--- config.mk ---
export PLATFORM = sky130hd
export DESIGN_NAME = sevseg_scan
export DESIGN_NICKNAME = d
export VERILOG_FILES = /design/src/rtl/sevseg_scan.sv
export SDC_FILE = /design/constraint.sdc
export NUM_CORES = 1
export LEC_CHECK = 0
export CAP_MARGIN = 20
export CORE_UTILIZATION = 55
export DETAILED_ROUTE_END_ITERATION = 16
export GPL_ROUTABILITY_DRIVEN = 0
export PLACE_DENSITY = 0.8
export REMOVE_ABC_BUFFERS = 1
export SKIP_CTS_REPAIR_TIMING = 1
export SYNTH_ARGS = -nofsm -noshare
export SYNTH_HDL_FRONTEND = slang
export SYNTH_SLANG_ARGS = --single-unit
--- constraint.sdc ---
create_clock -name sevseg_scan_clk -period 3.4 [get_ports sevseg_scan_clk]
set_clock_uncertainty 0.15 [all_clocks]
set_input_delay 0.51 -clock sevseg_scan_clk [delete_from_list [all_inputs] [get_ports sevseg_scan_clk]]
set_output_delay 0.51 -clock sevseg_scan_clk [all_outputs]
set_load 0.05 [all_outputs]
--- src/rtl/sevseg_scan.sv ---
// sevseg_scan: time-multiplexed driver for a 4-digit common-anode 7-segment display.
// A prescaler divides the clock into digit slots. Each slot starts with a short blanking
// window that suppresses ghosting. The frame is decoded from a snapshot register, which is
// reloaded once per frame so that a changing input never tears the displayed value.
// Optional feature: define SEVSEG_SCAN_LZB_EN to enable leading-zero blanking.
module sevseg_scan #(
    parameter int REFRESH_DIV  = 100000,
    parameter int BLANK_CYCLES = 1000
) (
    input  logic        sevseg_scan_clk,
    input  logic        sevseg_scan_rst,
    input  logic [15:0] sevseg_scan_bcd,
    input  logic [3:0]  sevseg_scan_dp_en,
    output logic [3:0]  sevseg_scan_an,
    output logic [6:0]  sevseg_scan_seg,
    output logic        sevseg_scan_dp,
    output logic        sevseg_scan_frame
);

    localparam int PW = $clog2(REFRESH_DIV);
    localparam logic [PW-1:0] PRESC_LAST = PW'(REFRESH_DIV - 1);
    localparam logic [PW-1:0] BLANK_LIM  = PW'(BLANK_CYCLES);

    logic [PW-1:0] presc_reg;
    logic [1:0]    idx_reg;
    logic [15:0]   snap_bcd_reg;
    logic [3:0]    snap_dp_reg;
    logic [3:0]    an_reg;
    logic [6:0]    seg_reg;
    logic          dp_reg;
    logic          frame_reg;

    logic [3:0]    an_next;
    logic [6:0]    seg_next;
    logic          dp_next;
    logic          presc_last;
    logic          frame_load;
    logic          in_blank;

    logic [3:0]    digit_code [4];
    logic [3:0]    digit_blank;

    // Standard active-low {g,f,e,d,c,b,a} patterns; non-decimal codes show a dash.
    function automatic logic [6:0] decode(input logic [3:0] code);
        case (code)
            4'd0:    decode = 7'b1000000;
            4'd1:    decode = 7'b1111001;
            4'd2:    decode = 7'b0100100;
            4'd3:    decode = 7'b0110000;
            4'd4:    decode = 7'b0011001;
            4'd5:    decode = 7'b0010010;
            4'd6:    decode = 7'b0000010;
            4'd7:    decode = 7'b1111000;
            4'd8:    decode = 7'b0000000;
            4'd9:    decode = 7'b0010000;
            default: decode = 7'b0111111;
        endcase
    endfunction

    assign presc_last = (presc_reg == PRESC_LAST);
    assign frame_load = presc_last && (idx_reg == 2'd3);
    assign in_blank   = (presc_reg < BLANK_LIM);

`ifdef SEVSEG_SCAN_LZB_EN
    // lead_zero[k]: snapshot digits k..3 are all zero (codes 10..15 count as nonzero).
    logic [3:0] lead_zero;
`endif

    // Per-digit code slices and leading-zero blanking flags.
    for (genvar gi = 0; gi < 4; gi++) begin : g_digit
        assign digit_code[gi] = snap_bcd_reg[4*gi +: 4];
`ifdef SEVSEG_SCAN_LZB_EN
        assign lead_zero[gi] = (snap_bcd_reg[15:4*gi] == '0);
        if (gi == 0) begin : g_units
            // The units digit is always shown so that zero reads as "0".
            assign digit_blank[gi] = 1'b0;
        end else begin : g_upper
            // A requested decimal point keeps an otherwise-leading zero visible.
            assign digit_blank[gi] = lead_zero[gi] & ~snap_dp_reg[gi];
        end
`else
        assign digit_blank[gi] = 1'b0;
`endif
    end

    // Output decode from the current scan state; registered below for one-cycle latency.
    always_comb begin
        an_next  = 4'b1111;
        seg_next = 7'b1111111;
        dp_next  = 1'b1;
        if (!in_blank && !digit_blank[idx_reg]) begin
            an_next[idx_reg] = 1'b0;
            seg_next         = decode(digit_code[idx_reg]);
            dp_next          = ~snap_dp_reg[idx_reg];
        end
    end

    // Prescaler, digit index and once-per-frame snapshot of the inputs.
    always_ff @(posedge sevseg_scan_clk or posedge sevseg_scan_rst) begin
        if (sevseg_scan_rst) begin
            presc_reg    <= '0;
            idx_reg      <= 2'd0;
            snap_bcd_reg <= 16'h0000;
            snap_dp_reg  <= 4'b0000;
        end else begin
            presc_reg <= presc_last ? '0 : presc_reg + 1'b1;
            if (presc_last) begin
                idx_reg <= idx_reg + 2'd1;
            end
            if (frame_load) begin
                snap_bcd_reg <= sevseg_scan_bcd;
                snap_dp_reg  <= sevseg_scan_dp_en;
            end
        end
    end

    // Registered display outputs and frame pulse; reset forces the display dark at once.
    always_ff @(posedge sevseg_scan_clk or posedge sevseg_scan_rst) begin
        if (sevseg_scan_rst) begin
            an_reg    <= 4'b1111;
            seg_reg   <= 7'b1111111;
            dp_reg    <= 1'b1;
            frame_reg <= 1'b0;
        end else begin
            an_reg    <= an_next;
            seg_reg   <= seg_next;
            dp_reg    <= dp_next;
            frame_reg <= frame_load;
        end
    end

    assign sevseg_scan_an    = an_reg;
    assign sevseg_scan_seg   = seg_reg;
    assign sevseg_scan_dp    = dp_reg;
    assign sevseg_scan_frame = frame_reg;

endmodule

==> summary by stage <==
Outcome
The flow ran to the end, and the final reports show no timing, DRC or antenna violations.

Layout
At the end of the flow the core is filled with cells to 67.70%. The most common library cell in the layout ignoring fill and taps is dfrtp_1. Across the whole layout, storage elements account for 0.001316 mm².

In the final design database the tool counted 261 nets. The final-layout fill cell count is 337. The synthesis-to-finish area growth is 18.04%.

The number of antenna diodes in the final layout is 0. The count of cells in the finished layout, fillers not included, comes to 281. The flip-flop count of the largest register after layout is 17. The fraction of final layout cells with drive strength greater than 1 is 23.58%. The finished cells cover 0.002948 mm². In the layout the commonest cells are 40 x dfrtp_1, 34 x clkdlybuf4s50_1, 19 x mux2_4. In the final layout, the multi-input gates occupy 0.001090 mm².

Floorplanning
Once the floorplan was initialized, standard cells occupied 57.36% of the core. In this run the horizontal extent of the chip is 69.39 µm. The number of top-level pins is 35. The full die area is 0.004814 mm². The die boundary height is 69.39 µm. The number of core rows is 24. The core box area is 0.004354 mm².

Power
VDD sags by at most 0.0002232 V. The leakage power is 1.293 nW. The total power density per cell area is 340.7 mW/mm².

Critical path
The startpoint of the most critical register-to-register path is presc_reg[0]$_DFF_PP0_. The type of the worst setup path is flop to flop. In this run the worst path has a maximum fanout of 21.

The start point of the critical path is presc_reg[0]$_DFF_PP0_. The critical path required time is 3.45 ns. The arrival time of data at the critical path endpoint is 2.38 ns. STA classifies the critical path startpoint as a flop. The number of cells on the worst reg-to-reg path is 5. In this run the critical register-to-register path is captured at snap_bcd_reg[13]$_DFFE_PP0P_. The nature of the critical path endpoint is a flop. In this run the register-to-register setup slack is 1.07 ns.

Logic synthesis
In this run, synthesis produced a sequential element count of 52. The Yosys warning count is 0. Summing every instance area after synthesis gives 0.002497 mm².

The register area share after synthesis is 52.71%. The number of instances in the synthesized netlist is 191. The average instance in the mapped netlist occupies 13.08 µm². The post-synthesis cell type count is 36.

Global route
The number of global-route vias before repair is 1,578. The global-route usage over all layers is 20.83%. The initial antenna violation count came to 0. The wire length of the first global-routing pass is 7652 µm. Entering global routing, the biggest net connects 33 pins.

The total global routing overflow is 0.

Clock tree
In this run the number of H-tree levels came out at 2. The number of buffers created by CTS is 5. The source-to-sink clock delay at the later pin of the worst-skew pair is 0.31 ns. The clock-pin slew reported for the worst setup and hold paths after clock tree synthesis is 0.09 ns. The cell at the root of the clock tree is clkbuf_8. Counting along the longest clock path gives a buffer depth of 2. TritonCTS built the clock tree. The tree built by TritonCTS fans out to 52 sinks.

STA
The pin slew with the least headroom to its limit is 0.8985 ns. The number of max-slew violations in the final report is 0. The final count of negative-setup-slack endpoints is 0.

The final hold violation count is 0. Setup repair after global routing left no endpoint under its margin. In the final timing run, aggregate negative setup slack is 0 ns. The portion of the clock cycle consumed by the worst path in the final layout is 68.66%.

Timing would allow up to 428.4 MHz. The clock period could shrink to 2.335 ns. The worst pin sits at a relative slew slack of 39.84%.

Placed design
The cell count after placement is 273. Detailed placement finished with a half-perimeter wire length of 3073 µm. The cell area reported after detailed placement is 0.002860 mm².

In this run the tool buffered the top-level ports with 34 buffer cells.

Worst hold path
Along the worst hold path, the cell count comes to 1. The path category of the worst min-delay check is flop to flop. In this run the most critical hold path is launched from presc_reg[0]$_DFF_PP0_.

The worst-case hold path end point is presc_reg[0]$_DFF_PP0_.

Routing
Wires add up to 4328 µm. After detailed routing, the average wire length per cell comes to 15.40 µm. For this block, the via count after detailed routing is 1,550.

The number of DRC markers after the initial detailed-route iteration is 116. The number of antenna-violating nets in the routed design is 0. The number of remaining DRC errors is 0. The detailed router put a total of 1922 µm of wire on met1. The total met2 wirelength after detailed routing is 2182 µm.

The uppermost layer routed is met4. After detailed routing, the number of vias per cell comes to 5.516. The number of search-and-repair iterations in the first detailed-routing pass is 4. After detailed routing, the met3 layer carries 150 µm of wire.

Flow run
Across the run, the number of max-cap violations was 0.
-- cell families after synthesis --
kind of cell | after synthesis | synth area share (%)
AND/OR/NAND/NOR | 52 | 11.97
flip-flops | 52 | 52.71
multiplexers | 26 | 16.83
AO/OA/AOI/OAI | 21 | 4.409
buffers and inverters | 15 | 3.657
XOR/XNOR | 14 | 4.910
adder cells (fa/ha/maj) | 11 | 5.511
-- area by class of cell --
class                           count  share of cell area [%]
Sequential cell                    52                   44.65
Multi-Input combinational cell    124                   36.97
Timing Repair Buffer               36                   12.05
Clock buffer                        5                   2.334
Tap cell                           52                   2.207
Inverter                            9                   1.146
Clock inverter                      3                  0.6367
-- power breakdown --
| group | internal (W) | switching (W) |
|---|---|---|
| Clock | 0.000144 | 0.000204 |
| Sequential | 0.000619 | 0 |
| Combinational | 0.0000229 | 0.0000153 |
-- worst max-delay path, stage by stage, from the launching register on --
cell	delay (ns)
dfrtp_1	0.40
ha_1	0.26
nand4_4	0.16
nor4_2	0.33
and4_4	0.53
mux2_2	0.38
-- layer usage --
metal | GRT usage [%] | vias up
met4 | 7.483 | 0
li1 | - | 741
met2 | 33.98 | 39
met5 | 0 | -
met1 | 27.38 | 765
met3 | 4.797 | 5
-- stage by stage --
stage               worst slack, ns  power [W]  hold WS [ns]
finish                        1.066   0.001004        0.3504
global route                 0.9259   0.001045        0.3797
CTS                           1.065   0.001014        0.3539
detailed placement            1.068  0.0006698        0.3386
global placement              1.143  0.0006689        0.3116
floorplan                     1.244  0.0006398        0.2979
-- synthesized netlist by cell type, drive strengths merged --
cell / count / area share (%)
dfrtp: 40 / 40
mux2: 21 / 12
dfstp: 12 / 13
ha: 11 / 5.5
nor2: 11 / 1.7
o21ai: 11 / 2.2
nand2: 10 / 1.5
inv: 9 / 1.4
a21oi: 8 / 1.6
xnor2: 7 / 2.5
xor2: 7 / 2.5
nand4: 6 / 2.1
mux4: 5 / 4.5
nand3: 5 / 1.0
buf: 4 / 2.0
nor4: 4 / 1.3
and4: 3 / 1.2
and3: 2 / 0.55
clkbuf: 2 / 0.30
nor2b: 2 / 0.50
nor3: 2 / 0.40
or2: 2 / 0.50
or3: 2 / 0.50
a211oi: 1 / 0.30
and2: 1 / 0.25
and2b: 1 / 0.35
nand2b: 1 / 0.25
o211ai: 1 / 0.30
-- worst max path at each step --
| stage | cells past startpoint | to | slack, ns |
|---|---|---|---|
| 3_3_place_gp | 5 | snap_bcd_reg[13]$_DFFE_PP0P_ | 1.14 |
| 3_5_place_dp | 5 | snap_bcd_reg[13]$_DFFE_PP0P_ | 1.07 |
| 4_1_cts | 5 | snap_bcd_reg[13]$_DFFE_PP0P_ | 1.07 |
| 5_1_grt | 5 | snap_bcd_reg[13]$_DFFE_PP0P_ | 0.93 |
| 6_report | 5 | snap_bcd_reg[13]$_DFFE_PP0P_ | 1.07 |
| 2_1_floorplan | 5 | snap_bcd_reg[13]$_DFFE_PP0P_ | 1.24 |
(Power assumes the default switching activity.)
